[src/rtl/lcd_rgb_timing_gen.sv]
// RGB parallel-panel timing generator: waits for the initializer's done pulse,
// then free-runs HSYNC/VSYNC/DE and drives requested pixels one cycle later.
module lcd_rgb_timing_gen #(
    parameter int H_SYNC   = 10,
    parameter int H_BACK   = 20,
    parameter int H_ACTIVE = 480,
    parameter int H_FRONT  = 10,
    parameter int V_SYNC   = 2,
    parameter int V_BACK   = 10,
    parameter int V_ACTIVE = 480,
    parameter int V_FRONT  = 10,
    parameter bit SYNC_POL = 1'b0,
    parameter int RGB_W    = 16,
    parameter int CNT_W    = 12
) (
    input  logic             clk,
    input  logic             rst_n,
    input  logic             init_done,
    input  logic [RGB_W-1:0] pix_data,
    output logic             data_req,
    output logic [CNT_W-1:0] pix_x,
    output logic [CNT_W-1:0] pix_y,
    output logic             frame_start,
    output logic             running,
    output logic             lcd_hsync,
    output logic             lcd_vsync,
    output logic             lcd_de,
    output logic [RGB_W-1:0] lcd_rgb
);
    localparam int H_TOTAL = H_SYNC + H_BACK + H_ACTIVE + H_FRONT;
    localparam int V_TOTAL = V_SYNC + V_BACK + V_ACTIVE + V_FRONT;
    localparam logic [CNT_W-1:0] H_LAST  = CNT_W'(H_TOTAL - 1);
    localparam logic [CNT_W-1:0] V_LAST  = CNT_W'(V_TOTAL - 1);
    localparam logic [CNT_W-1:0] H_START = CNT_W'(H_SYNC + H_BACK);
    localparam logic [CNT_W-1:0] H_END   = CNT_W'(H_SYNC + H_BACK + H_ACTIVE);
    localparam logic [CNT_W-1:0] V_START = CNT_W'(V_SYNC + V_BACK);
    localparam logic [CNT_W-1:0] V_END   = CNT_W'(V_SYNC + V_BACK + V_ACTIVE);
    localparam logic [CNT_W-1:0] H_SW    = CNT_W'(H_SYNC);
    localparam logic [CNT_W-1:0] V_SW    = CNT_W'(V_SYNC);

    typedef enum logic {WAIT_INIT, RUN} state_t;

    state_t             state_q, state_d;
    logic [CNT_W-1:0]   h_cnt_q, h_cnt_d, v_cnt_q, v_cnt_d;
    logic               data_req_q, data_req_d, frame_start_q, frame_start_d;
    logic [CNT_W-1:0]   pix_x_q, pix_x_d, pix_y_q, pix_y_d;
    logic               hs1_q, hs1_d, vs1_q, vs1_d;
    logic               lcd_hsync_q, lcd_hsync_d, lcd_vsync_q, lcd_vsync_d;
    logic               lcd_de_q, lcd_de_d;
    logic [RGB_W-1:0]   lcd_rgb_q, lcd_rgb_d;
    logic               run, h_act, v_act;

    assign run   = (state_q == RUN);
    assign h_act = (h_cnt_q >= H_START) && (h_cnt_q < H_END);
    assign v_act = (v_cnt_q >= V_START) && (v_cnt_q < V_END);

    always_comb begin
        state_d = state_q;
        h_cnt_d = h_cnt_q;
        v_cnt_d = v_cnt_q;
        case (state_q)
            WAIT_INIT: begin
                h_cnt_d = '0;
                v_cnt_d = '0;
                if (init_done) state_d = RUN;
            end
            RUN: begin
                if (h_cnt_q == H_LAST) begin
                    h_cnt_d = '0;
                    v_cnt_d = (v_cnt_q == V_LAST) ? '0 : v_cnt_q + 1'b1;
                end else begin
                    h_cnt_d = h_cnt_q + 1'b1;
                end
            end
            default: state_d = WAIT_INIT;
        endcase

        // Stage 1: decode the current count; sync flags carried as "active" bits
        data_req_d    = run && h_act && v_act;
        pix_x_d       = data_req_d ? h_cnt_q - H_START : '0;
        pix_y_d       = data_req_d ? v_cnt_q - V_START : '0;
        frame_start_d = run && (h_cnt_q == '0) && (v_cnt_q == '0);
        hs1_d         = run && (h_cnt_q < H_SW);
        vs1_d         = run && (v_cnt_q < V_SW);

        // Stage 2: pixel captured in the request cycle lands with DE
        lcd_hsync_d = hs1_q ? SYNC_POL : ~SYNC_POL;
        lcd_vsync_d = vs1_q ? SYNC_POL : ~SYNC_POL;
        lcd_de_d    = data_req_q;
        lcd_rgb_d   = data_req_q ? pix_data : '0;
    end

    always_ff @(posedge clk) begin
        if (!rst_n) begin
            state_q       <= WAIT_INIT;
            h_cnt_q       <= '0;
            v_cnt_q       <= '0;
            data_req_q    <= 1'b0;
            pix_x_q       <= '0;
            pix_y_q       <= '0;
            frame_start_q <= 1'b0;
            hs1_q         <= 1'b0;
            vs1_q         <= 1'b0;
            lcd_hsync_q   <= ~SYNC_POL;
            lcd_vsync_q   <= ~SYNC_POL;
            lcd_de_q      <= 1'b0;
            lcd_rgb_q     <= '0;
        end else begin
            state_q       <= state_d;
            h_cnt_q       <= h_cnt_d;
            v_cnt_q       <= v_cnt_d;
            data_req_q    <= data_req_d;
            pix_x_q       <= pix_x_d;
            pix_y_q       <= pix_y_d;
            frame_start_q <= frame_start_d;
            hs1_q         <= hs1_d;
            vs1_q         <= vs1_d;
            lcd_hsync_q   <= lcd_hsync_d;
            lcd_vsync_q   <= lcd_vsync_d;
            lcd_de_q      <= lcd_de_d;
            lcd_rgb_q     <= lcd_rgb_d;
        end
    end

    assign running     = run;
    assign data_req    = data_req_q;
    assign pix_x       = pix_x_q;
    assign pix_y       = pix_y_q;
    assign frame_start = frame_start_q;
    assign lcd_hsync   = lcd_hsync_q;
    assign lcd_vsync   = lcd_vsync_q;
    assign lcd_de      = lcd_de_q;
    assign lcd_rgb     = lcd_rgb_q;
endmodule

[config.mk]
export PLATFORM = sky130hd
export DESIGN_NAME = lcd_rgb_timing_gen
export DESIGN_NICKNAME = d
export VERILOG_FILES = /design/src/rtl/lcd_rgb_timing_gen.sv
export SDC_FILE = /design/constraint.sdc
export NUM_CORES = 1
export LEC_CHECK = 0
export CAP_MARGIN = 25
export CORE_UTILIZATION = 54
export DETAILED_ROUTE_END_ITERATION = 12
export PLACE_DENSITY = 0.85
export SYNTH_ARGS = -nofsm -noshare
export SYNTH_HDL_FRONTEND = slang
export SYNTH_SLANG_ARGS = --single-unit
[constraint.sdc]
create_clock -name clk -period 4 [get_ports clk]
set_clock_uncertainty 0.2 [all_clocks]
set_input_delay 0.6 -clock clk [delete_from_list [all_inputs] [get_ports clk]]
set_output_delay 0.6 -clock clk [all_outputs]
set_load 0.03 [all_outputs]
After elaboration in Yosys (flattened, before gate mapping)
Index checks and enable logic that the tools add are counted.

Register bits: 72. Bits of input ports: 19. Output and inout port bits: 46. Logic and storage cells: 48.

$add $sub $neg: 4. Magnitude comparators: 6. Equal/unequal tests: 3. Mux-type cells: 9. Bitwise gates (word level): 1. Reductions and logical operators: 12.

Operators by type and width (number): case mux 12 bit (2 select lines) (2); two-way mux 12 bit (3); adder 12 x 1 -> 12 bit, second input constant (2); logical NOT 12 bit (2); less-than comparator 12 x 9 -> 1 bit, second input constant (2); equality test 12 x 10 -> 1 bit, second input constant (1); equality test 12 x 9 -> 1 bit, second input constant (1); greater-or-equal comparator 12 x 4 -> 1 bit, second input constant (1); greater-or-equal comparator 12 x 5 -> 1 bit, second input constant (1); less-than comparator 12 x 2 -> 1 bit, second input constant (1); less-than comparator 12 x 4 -> 1 bit, second input constant (1); subtractor 12 x 4 -> 12 bit, second input constant (1); subtractor 12 x 5 -> 12 bit, second input constant (1); logical AND 1 bit (8); two-way mux 1 bit (4); AND reduction 2 bit (2); inequality test 2 x 1 -> 1 bit, second input constant (1); NOT 1 bit (1).

Logic depth before layout (Yosys ltp)
Gate-level depths: netlist (run 1).

Depth in word-level cells: 5. Mapped depth: 6. Depth with buffers taken out: 6.

Worst setup path after synthesis (run 1)
No wires, ideal clock.

Path type: reg-to-reg. Start: reg h_cnt_q[2]. End: reg pix_x_q[10] (netlist: pix_x[10]). Library setup time: 0.078 ns. Arrival time: 1.663 ns. Data required time: 3.722 ns. Setup slack: 2.059 ns. Cell stages (with the launch flop): 7. Buffers on the path: 1. Clock period less this slack: 1.941 ns. Cells stage by stage: dfxtp_1 > ha_1 > nand3_1 > o41ai_1 > o2111ai_2 > buf_2 > nor3_1.

Longest elaborated chain between the ends: 5. Elaborated cells on any way between the ends: 7. Classes of those cells: add/sub: 1; order compare: 2; reduce/logical: 4.

RTL lines: start, declared (RTL line 44) `logic [CNT_W-1:0] h_cnt_q, h_cnt_d, v_cnt_q, v_cnt_d;`; start signal, assigned (RTL line 110) `h_cnt_q <= h_cnt_d;`; greater-or-equal comparator 12 x 5 -> 1 bit or less-than comparator 12 x 9 -> 1 bit (tied branches) (RTL line 54) `assign h_act = (h_cnt_q >= H_START) && (h_cnt_q < H_END);`; logical AND 1 bit (RTL line 54); logical AND 1 bit (2 in series) (RTL line 79) `data_req_d = run && h_act && v_act;`; AND reduction 2 bit (no source line); end signal, assigned (RTL line 113) `pix_x_q <= pix_x_d;`; end, declared (RTL line 46) `logic [CNT_W-1:0] pix_x_q, pix_x_d, pix_y_q, pix_y_d;`.

Several ways; a longest one is shown, not always the timed one. A chain may end at the register's enable or synchronous reset.

Worst setup path in the final report (run 1)
Start: in rst_n. End: reg pix_y_q[6] (netlist: pix_y[6]).

Longest elaborated chain between the ends: 1.

RTL lines: start, declared (RTL line 17) `input logic rst_n,`; AND reduction 2 bit (no source line); end signal, assigned (RTL line 114) `pix_y_q <= pix_y_d;`; end, declared (RTL line 46).

Every way passes these cells.

==> impl_metrics.json, run 1 <==
{
  "clock_path_buffers": 2,
  "crit_required_ns": 4.05,
  "grt_start_max_net_pins": 25,
  "rsz0062_at_grt": "false",
  "dp_hpwl_um": 4420,
  "grt_pass1_vias": 2273,
  "critPathKind": "input port to flop",
  "vdd.ir_drop.worst_v": 0.000246,
  "chipHeight_um": 75.9,
  "design_area_sq_um": 3800,
  "synth_ff_type": "dfxtp_1",
  "arrival_ns": 2.70,
  "setup_viol": 0,
  "tritoncts": "done",
  "htree_levels": 3,
  "via_per_inst": 5.59,
  "status": "completed",
  "drive_above_1_share_pct": 6.91,
  "final_nets": 400,
  "slew_viol_final": 0,
  "seq_area_sq_um": 1440,
  "syn_nets": 342,
  "min_from": "vs1_q",
  "clock_latency_ns": 0.34,
  "end_kind": "flop",
  "postCtsSetupBuffers": 0,
  "nFillCells": 368,
  "drtIter0Drc": 160,
  "routedWlPerCell_um": 14.0,
  "synthesis.area_sq_um": 2950,
  "synth_cell_types": 48,
  "min_period_over_period_pct": 66.4,
  "synth_edf_count": 0,
  "numCtsBuffers": 9,
  "hold_path_class": "flop to flop",
  "synthArstFlopShare_pct": 0,
  "grt_overflow": 0,
  "cts.reportedPaths.clkPinSlew_ns": 0.08,
  "tightest_slew_ns": 1.00,
  "grt_pass1_wl_um": 10600,
  "ys_ff_latch": 72,
  "placed_area_sq_um": 3600,
  "drc": 0,
  "syn_inst": 313,
  "fin_cells": 446,
  "powerDensity_nw_per_um2": 349,
  "ys_seq_area_share_pct": 48.9,
  "fp.dieArea_sq_um": 5760,
  "clock-root-buffer": "clkbuf_8",
  "dr.pass1.iters": 4,
  "die_w_um": 75.9,
  "setup-tns-final_ns": 0,
  "antenna_found_initial": 0,
  "place.gp.congestion": 0.886,
  "core_sq_um": 5170,
  "hold_viol": 0,
  "slew_headroom_pct": 33.3,
  "start_util_pct": 57.0,
  "cts-resized-gates": 0,
  "io-pin-count": 65,
  "cts_sinks": 72,
  "critPathLaunch": "rst_n",
  "layout_commonest_cell": "dfxtp_1",
  "multiInputGateArea_sq_um": 1380,
  "num_vias": 2492,
  "timing.rr.start": "h_cnt_q[2]",
  "cap_violations": 0,
  "wl_um": 6240,
  "min_period_ns": 2.66,
  "rows": 26,
  "placedCellCount": 430,
  "postRouteAntennaNets": 0,
  "power.leakage_uw": 0.00151,
  "postSynthAreaPerCell_sq_um": 9.42,
  "postCtsHoldBufs": 0,
  "portBuffers": 64,
  "synth_warnings": 0,
  "crit_fanout": 24,
  "syn2layout_area_growth_pct": 28.7,
  "grt.total_usage_pct": 22.9,
  "final_cell_mix": "dfxtp_1 (72), clkdlybuf4s50_1 (64), and3_1 (23), nor2_1 (22), nand2_1 (21)",
  "timing.fmax_mhz": 377,
  "antenna_cells": 0,
  "crit_path_start_kind": "input port"
}
==> power by group <==
part / total, uW / switching, uW / internal (uW)
combinational: 45.1 / 20.6 / 24.5
sequential: 724 / 3.82 / 721
clock: 557 / 266 / 291
total: 1330 / 290 / 1040
==> worst paths after layout <==
kind | endpoint | slack [ns] | cells past startpoint
worst max-delay path | pix_y[6] | 1.34 | 6
worst max register to register | pix_y[6] | 1.36 | 5
worst min register to register | lcd_vsync | 0.17 | 1
worst min-delay path | lcd_vsync | 0.17 | 1
==> area by class of cell <==
| cell class | count | share of cell area, % |
|---|---|---|
| clock inverter | 6 | 1.78 |
| clock buffer | 10 | 3.36 |
| inverter | 10 | 0.989 |
| tap | 70 | 2.31 |
| multi-input combinational | 212 | 36.3 |
| timing repair buffer | 66 | 17.3 |
| sequential | 72 | 38.0 |
==> metal layers <==
layer | track usage, % | vias up | wire [um]
met5 | 0 | - | 0
li1 | - | 1223 | -
met3 | 5.06 | 14 | 402
met1 | 28.7 | 1150 | 2870
met4 | 12.1 | 0 | 151
met2 | 36.7 | 105 | 2820
==> metrics by stage <==
step	util [%]	hold WS (ns)	setup WS, ns	power (uW)
finish	73.4	0.169	1.34	1330
global placement	69.6	0.149	1.06	786
floorplan	-	0.143	2.06	759
CTS	73.4	0.172	1.33	1340
global route	73.4	0.182	1.12	1380
detailed placement	69.6	0.153	1.00	786
==> cell usage after synthesis (all sizes together), types with 4 or more instances <==
library cell   n  share of area [%]
a21oi          9                1.5
a31oi          4               0.85
and3          23                4.9
and4           5                1.6
buf           10                2.0
clkbuf         9                1.1
dfxtp         72                 49
ha            10                4.2
inv           10                1.3
nand2         21                2.7
nand3         15                2.5
nand4          9                1.9
nor2          22                2.8
nor3          22                4.3
nor4           4                1.1
o21ai          9                1.5
or3            7                1.5
xnor2         10                3.0
xor2          13                3.9
==> flip-flops by register name, indices dropped and copies added, names as in the netlist <==
signal	count
lcd_de	1
hs1_q	1
pix_y	12
lcd_hsync	1
vs1_q	1
data_req	1
h_cnt_q	12
pix_x	12
lcd_rgb	16
v_cnt_q	12
lcd_vsync	1
running	1
frame_start	1
==> kinds of logic (layout without fill, tap and decap cells) <==
logic type	count (synthesis)	in the layout	share of synthesized area, %
simple gates	141	141	26.6
flops	72	72	48.9
compound gates	36	36	8.57
buf+inv	29	92	4.37
xor+xnor	23	23	6.83
fa+ha+maj	10	10	4.24
other cells	1	1	0.127
mux	1	1	0.339
==> worst max-delay path, stage by stage <==
cell	delay [ns]
clkdlybuf4s50_1	0.46
buf_4	0.20
and2_1	0.30
and3_1	0.21
o2111ai_2	0.51
a211oi_1	0.40
Note: power is estimated with default switching activity, not from simulation.
==> run 2, diff against run 1 <==
--- a/config.mk
+++ b/config.mk
@@ -6,9 +6,9 @@
 export NUM_CORES = 1
 export LEC_CHECK = 0
 export CAP_MARGIN = 25
-export CORE_UTILIZATION = 54
+export CORE_UTILIZATION = 45
 export DETAILED_ROUTE_END_ITERATION = 12
-export PLACE_DENSITY = 0.85
+export PLACE_DENSITY = 0.75
 export SYNTH_ARGS = -nofsm -noshare
 export SYNTH_HDL_FRONTEND = slang
 export SYNTH_SLANG_ARGS = --single-unit
==> constraint.sdc (replaced) <==
create_clock -name clk -period 2.2 [get_ports clk]
set_clock_uncertainty 0.2 [all_clocks]
set_input_delay 0.33 -clock clk [delete_from_list [all_inputs] [get_ports clk]]
set_output_delay 0.33 -clock clk [all_outputs]
set_load 0.03 [all_outputs]
==> impl_metrics.json, run 2 (same netlist as run 1, synthesis figures left out) <==
{
  "largest_register_ffs": 16,
  "via_per_inst": 5.38,
  "crit_buf_inv": 1,
  "cts.reportedPaths.clkPinSlew_ns": 0.07,
  "antenna_found_initial": 0,
  "postCtsSetupBuffers": 0,
  "dp_hpwl_um": 4860,
  "grt.total_usage_pct": 20.9,
  "grt_pass1_vias": 2421,
  "arrival_ns": 1.53,
  "wl_um": 6690,
  "grt_busiest_layer": "met2",
  "num_vias": 2550,
  "crit_path_start_kind": "flop",
  "postRouteAntennaNets": 0,
  "core_sq_um": 6350,
  "antenna_cells": 0,
  "grtUsageMet1_pct": 25.9,
  "cap_violations": 0,
  "setup-tns-final_ns": 0,
  "setup_viol": 0,
  "rows": 29,
  "drive_above_1_share_pct": 12.1,
  "placedCellCount": 459,
  "layout_commonest_cell": "dfxtp_1",
  "chipHeight_um": 83.0,
  "crit_path_max_incr_delay_ns": 0.72,
  "end_kind": "primary output",
  "slowest_stage": "clkdlybuf4s50_1",
  "slew_viol_final": 0,
  "crit_path_cell_trace": "clkdlybuf4s50_1",
  "start_util_pct": 46.4,
  "drc": 0,
  "use_met2_pct": 33.1,
  "die_w_um": 83.0,
  "grt_start_max_net_pins": 25,
  "crit_fanout": 6,
  "crit_required_ns": 1.67,
  "final_nets": 422,
  "crit_family": "buffers and inverters",
  "tritoncts": "done",
  "min_period_ns": 2.06,
  "status": "completed",
  "syn2layout_area_growth_pct": 33.5,
  "grt_pass1_wl_um": 11400,
  "postCtsHoldBufs": 0,
  "clock-root-buffer": "clkbuf_8",
  "hold_viol": 0,
  "place.gp.congestion": 0.873,
  "portBuffers": 64,
  "design_area_sq_um": 3940,
  "dr.pass1.iters": 4,
  "io-pin-count": 65,
  "routedWlPerCell_um": 14.1,
  "min_period_over_period_pct": 93.8,
  "hold_path_class": "flop to flop",
  "met3_usage_pct": 4.27,
  "fp.dieArea_sq_um": 6880,
  "final_cell_mix": "dfxtp_1 (72), clkdlybuf4s50_1 (64), buf_4 (24), and3_1 (23), nor2_1 (22)",
  "timing.fmax_mhz": 484,
  "clock_path_buffers": 2,
  "powerDensity_nw_per_um2": 581,
  "rsz0062_at_grt": "false",
  "placed_area_sq_um": 3770,
  "power.leakage_uw": 0.00162,
  "grt_overflow": 0,
  "clock_latency_ns": 0.35,
  "fin_cells": 474,
  "htree_levels": 3,
  "numCtsBuffers": 9,
  "vdd.ir_drop.worst_v": 0.000480,
  "cts-resized-gates": 0,
  "cts_sinks": 72,
  "critPathKind": "flop to primary output",
  "drtIter0Drc": 83
}
run 2: where the power goes:
group	leakage [uW]	switching, uW	internal (uW)
Combinational	0.000946	41.5	51.2
Clock	0.0000886	480	398
Sequential	0.000581	5.03	1310
Total	0.00162	527	1760
run 2: per-stage QoR:
| step | hold WS [ns] | setup WS [ns] | total power, uW | utilization (%) |
|---|---|---|---|---|
| detailed placement | 0.154 | 0.194 | 1440 | 59.4 |
| CTS | 0.172 | 0.109 | 2310 | 62.0 |
| finish | 0.170 | 0.136 | 2290 | 62.0 |
| global route | 0.196 | 0.0412 | 2380 | 62.0 |
| global placement | 0.159 | 0.216 | 1440 | 59.4 |
| floorplan | 0.143 | 0.259 | 1380 | - |
run 2: final timing paths:
kind / start / end / slack, ns / depth (start not counted)
setup / recovery: running / running / 0.14 / 1
setup reg to reg: h_cnt_q[1] / v_cnt_q[11] / 0.16 / 5
hold reg to reg: hs1_q / lcd_hsync / 0.17 / 1
hold / removal: hs1_q / lcd_hsync / 0.17 / 1
run 2: per-layer routing:
metal / routed length, um / part of all wire [%]
met1: 3020 / 45
met2: 3060 / 46
met3: 424 / 6.3
met4: 183 / 2.7
met5: 0 / 0
run 2: final cells by class:
| class | instances | area [sq um] |
|---|---|---|
| Fill cell | 541 | 2410 |
| Sequential cell | 72 | 1440 |
| Multi-Input combinational cell | 212 | 1380 |
| Timing Repair Buffer | 88 | 821 |
| Clock buffer | 9 | 124 |
| Tap cell | 77 | 96.3 |
| Clock inverter | 6 | 37.5 |
| Inverter | 10 | 37.5 |
==> run 3, diff against run 2 <==
--- a/config.mk
+++ b/config.mk
@@ -9,6 +9,7 @@
 export CORE_UTILIZATION = 45
 export DETAILED_ROUTE_END_ITERATION = 12
 export PLACE_DENSITY = 0.75
+export SETUP_SLACK_MARGIN = 0.5
 export SYNTH_ARGS = -nofsm -noshare
 export SYNTH_HDL_FRONTEND = slang
 export SYNTH_SLANG_ARGS = --single-unit
==> impl_metrics.json, run 3 (same netlist as run 1, synthesis figures left out) <==
{
  "status": "finished with violations",
  "violations": "DRC",
  "postRouteAntennaNets": 0,
  "crit_fanout": 6,
  "p_int_uw": 1970,
  "grt_pass1_wl_um": 14100,
  "setup_ws_ns": 0.293,
  "place.gp.congestion": 0.828,
  "vdd.ir_drop.worst_v": 0.000404,
  "hold_viol": 0,
  "crit_path_start_kind": "flop",
  "pwr-share-seq_pct": 51.2,
  "chipHeight_um": 83.0,
  "grt_pass1_vias": 2798,
  "numCtsBuffers": 9,
  "hold_path_class": "flop to flop",
  "rsz0062_at_grt": "true",
  "core_sq_um": 6350,
  "final_cell_mix": "dfxtp_1 (55), dlygate4sd2_1 (44), buf_4 (34), buf_6 (23)",
  "power_frac_comb_pct": 5.0,
  "htree_levels": 3,
  "slowest_stage": "dfxtp_4",
  "clockPowerShare_pct": 43.8,
  "grt_start_max_net_pins": 24,
  "via_per_inst": 5.83,
  "slew_viol_final": 0,
  "antenna_cells": 0,
  "routedWlPerCell_um": 19.5,
  "powerDensity_nw_per_um2": 533,
  "layout_commonest_cell": "dfxtp_1",
  "rows": 29,
  "crit_required_ns": 2.28,
  "num_vias": 2990,
  "dp_hpwl_um": 5060,
  "grt.total_usage_pct": 26.1,
  "drtIter0Drc": 274,
  "tritoncts": "done",
  "drive_above_1_share_pct": 37.2,
  "cap_violations": 0,
  "fp.dieArea_sq_um": 6880,
  "die_w_um": 83.0,
  "arrival_ns": 1.99,
  "io-pin-count": 65,
  "drc": 2,
  "cp_common_cell": "buf_4",
  "antenna_found_initial": 0,
  "critPathKind": "flop to flop",
  "min_period_ns": 1.91,
  "clock-root-buffer": "clkbuf_8",
  "crit_path_cell_trace": "ha_4 > nand3_4 > o41ai_4 > buf_4 > o2111ai_4 > buf_4 > nor2_1",
  "portBuffers": 64,
  "largest_register_ffs": 16,
  "dr.pass1.iters": 9,
  "clock_latency_ns": 0.36,
  "min_period_over_period_pct": 86.7,
  "switching_share_pct": 23.0,
  "syn2layout_area_growth_pct": 62.7,
  "timing.fmax_mhz": 524,
  "power_uw": 2560,
  "placedCellCount": 453,
  "fin_cells": 513,
  "crit_path_max_incr_delay_ns": 0.40,
  "clock_path_buffers": 2,
  "cts.reportedPaths.clkPinSlew_ns": 0.09,
  "fin_util_pct": 75.6,
  "power.switching_uw": 588,
  "power.leakage_uw": 0.00219,
  "setup_viol": 0,
  "place_ws_ns": 0.0577,
  "end_kind": "flop",
  "wl_um": 10000,
  "start_util_pct": 46.4,
  "cts_sinks": 72,
  "grt_overflow": 0,
  "postCtsHoldBufs": 0,
  "setup-tns-final_ns": 0,
  "final_nets": 460
}
-- run 3: worst paths after layout --
path,cells past startpoint,start,to,slack [ns]
hold reg to reg,1,hs1_q,lcd_hsync,0.18
setup / recovery,7,h_cnt_q[1],data_req,0.29
setup reg to reg,7,h_cnt_q[1],data_req,0.29
hold / removal,1,hs1_q,lcd_hsync,0.18
-- run 3: power by group through the flow --
stage	sequential (uW)	combinational, uW	clock [uW]
final	1310	127	1120
after global routing	1310	133	1190
after CTS	1310	106	1120
after detailed placement	1350	87.7	0
after global placement	1350	86.5	0
after floorplan	1350	29.7	0
-- run 3: cell type report --
| type | instances | area [sq um] |
|---|---|---|
| Sequential cell | 72 | 1480 |
| Clock inverter | 5 | 63.8 |
| Inverter | 10 | 37.5 |
| Fill cell | 382 | 1550 |
| Timing Repair Buffer | 125 | 1170 |
| Tap cell | 77 | 96.3 |
| Clock buffer | 11 | 153 |
| Multi-Input combinational cell | 213 | 1800 |
-- run 3: metrics by stage --
| stage | hold WS [ns] | area (sq um) |
|---|---|---|
| 2_1_floorplan | 0.143 | 3190 |
| 3_3_place_gp | 0.147 | 3950 |
| 3_5_place_dp | 0.148 | 3950 |
| 4_1_cts | 0.166 | 4580 |
| 5_1_grt | 0.196 | 4800 |
| 6_report | 0.180 | 4800 |
-- run 3: critical path: cells and delay by family (launching register included) --
| kind | cells | cell delay [ns] |
|---|---|---|
| compound gates | 2 | 0.42 |
| fa+ha+maj | 1 | 0.17 |
| buf+inv | 2 | 0.43 |
| flops | 1 | 0.40 |
| simple gates | 2 | 0.20 |
-- run 3: what timing repair did --
action,CTS,global route
setup buffers,31,9
pin swaps,15,19
gates cloned,3,1
resized for setup,102,43
hold endpoints to repair,0,0
endpoints found under the setup margin,94,49
-- run 3: routing by layer --
layer	up-vias	track usage [%]	share of wire, %	wire length (um)
li1	1350	-	-	-
met1	1398	31.4	39	3950
met2	205	44.3	49	4950
met3	37	6.16	7.8	778
met4	0	11.4	3.5	350
met5	-	0	0	0
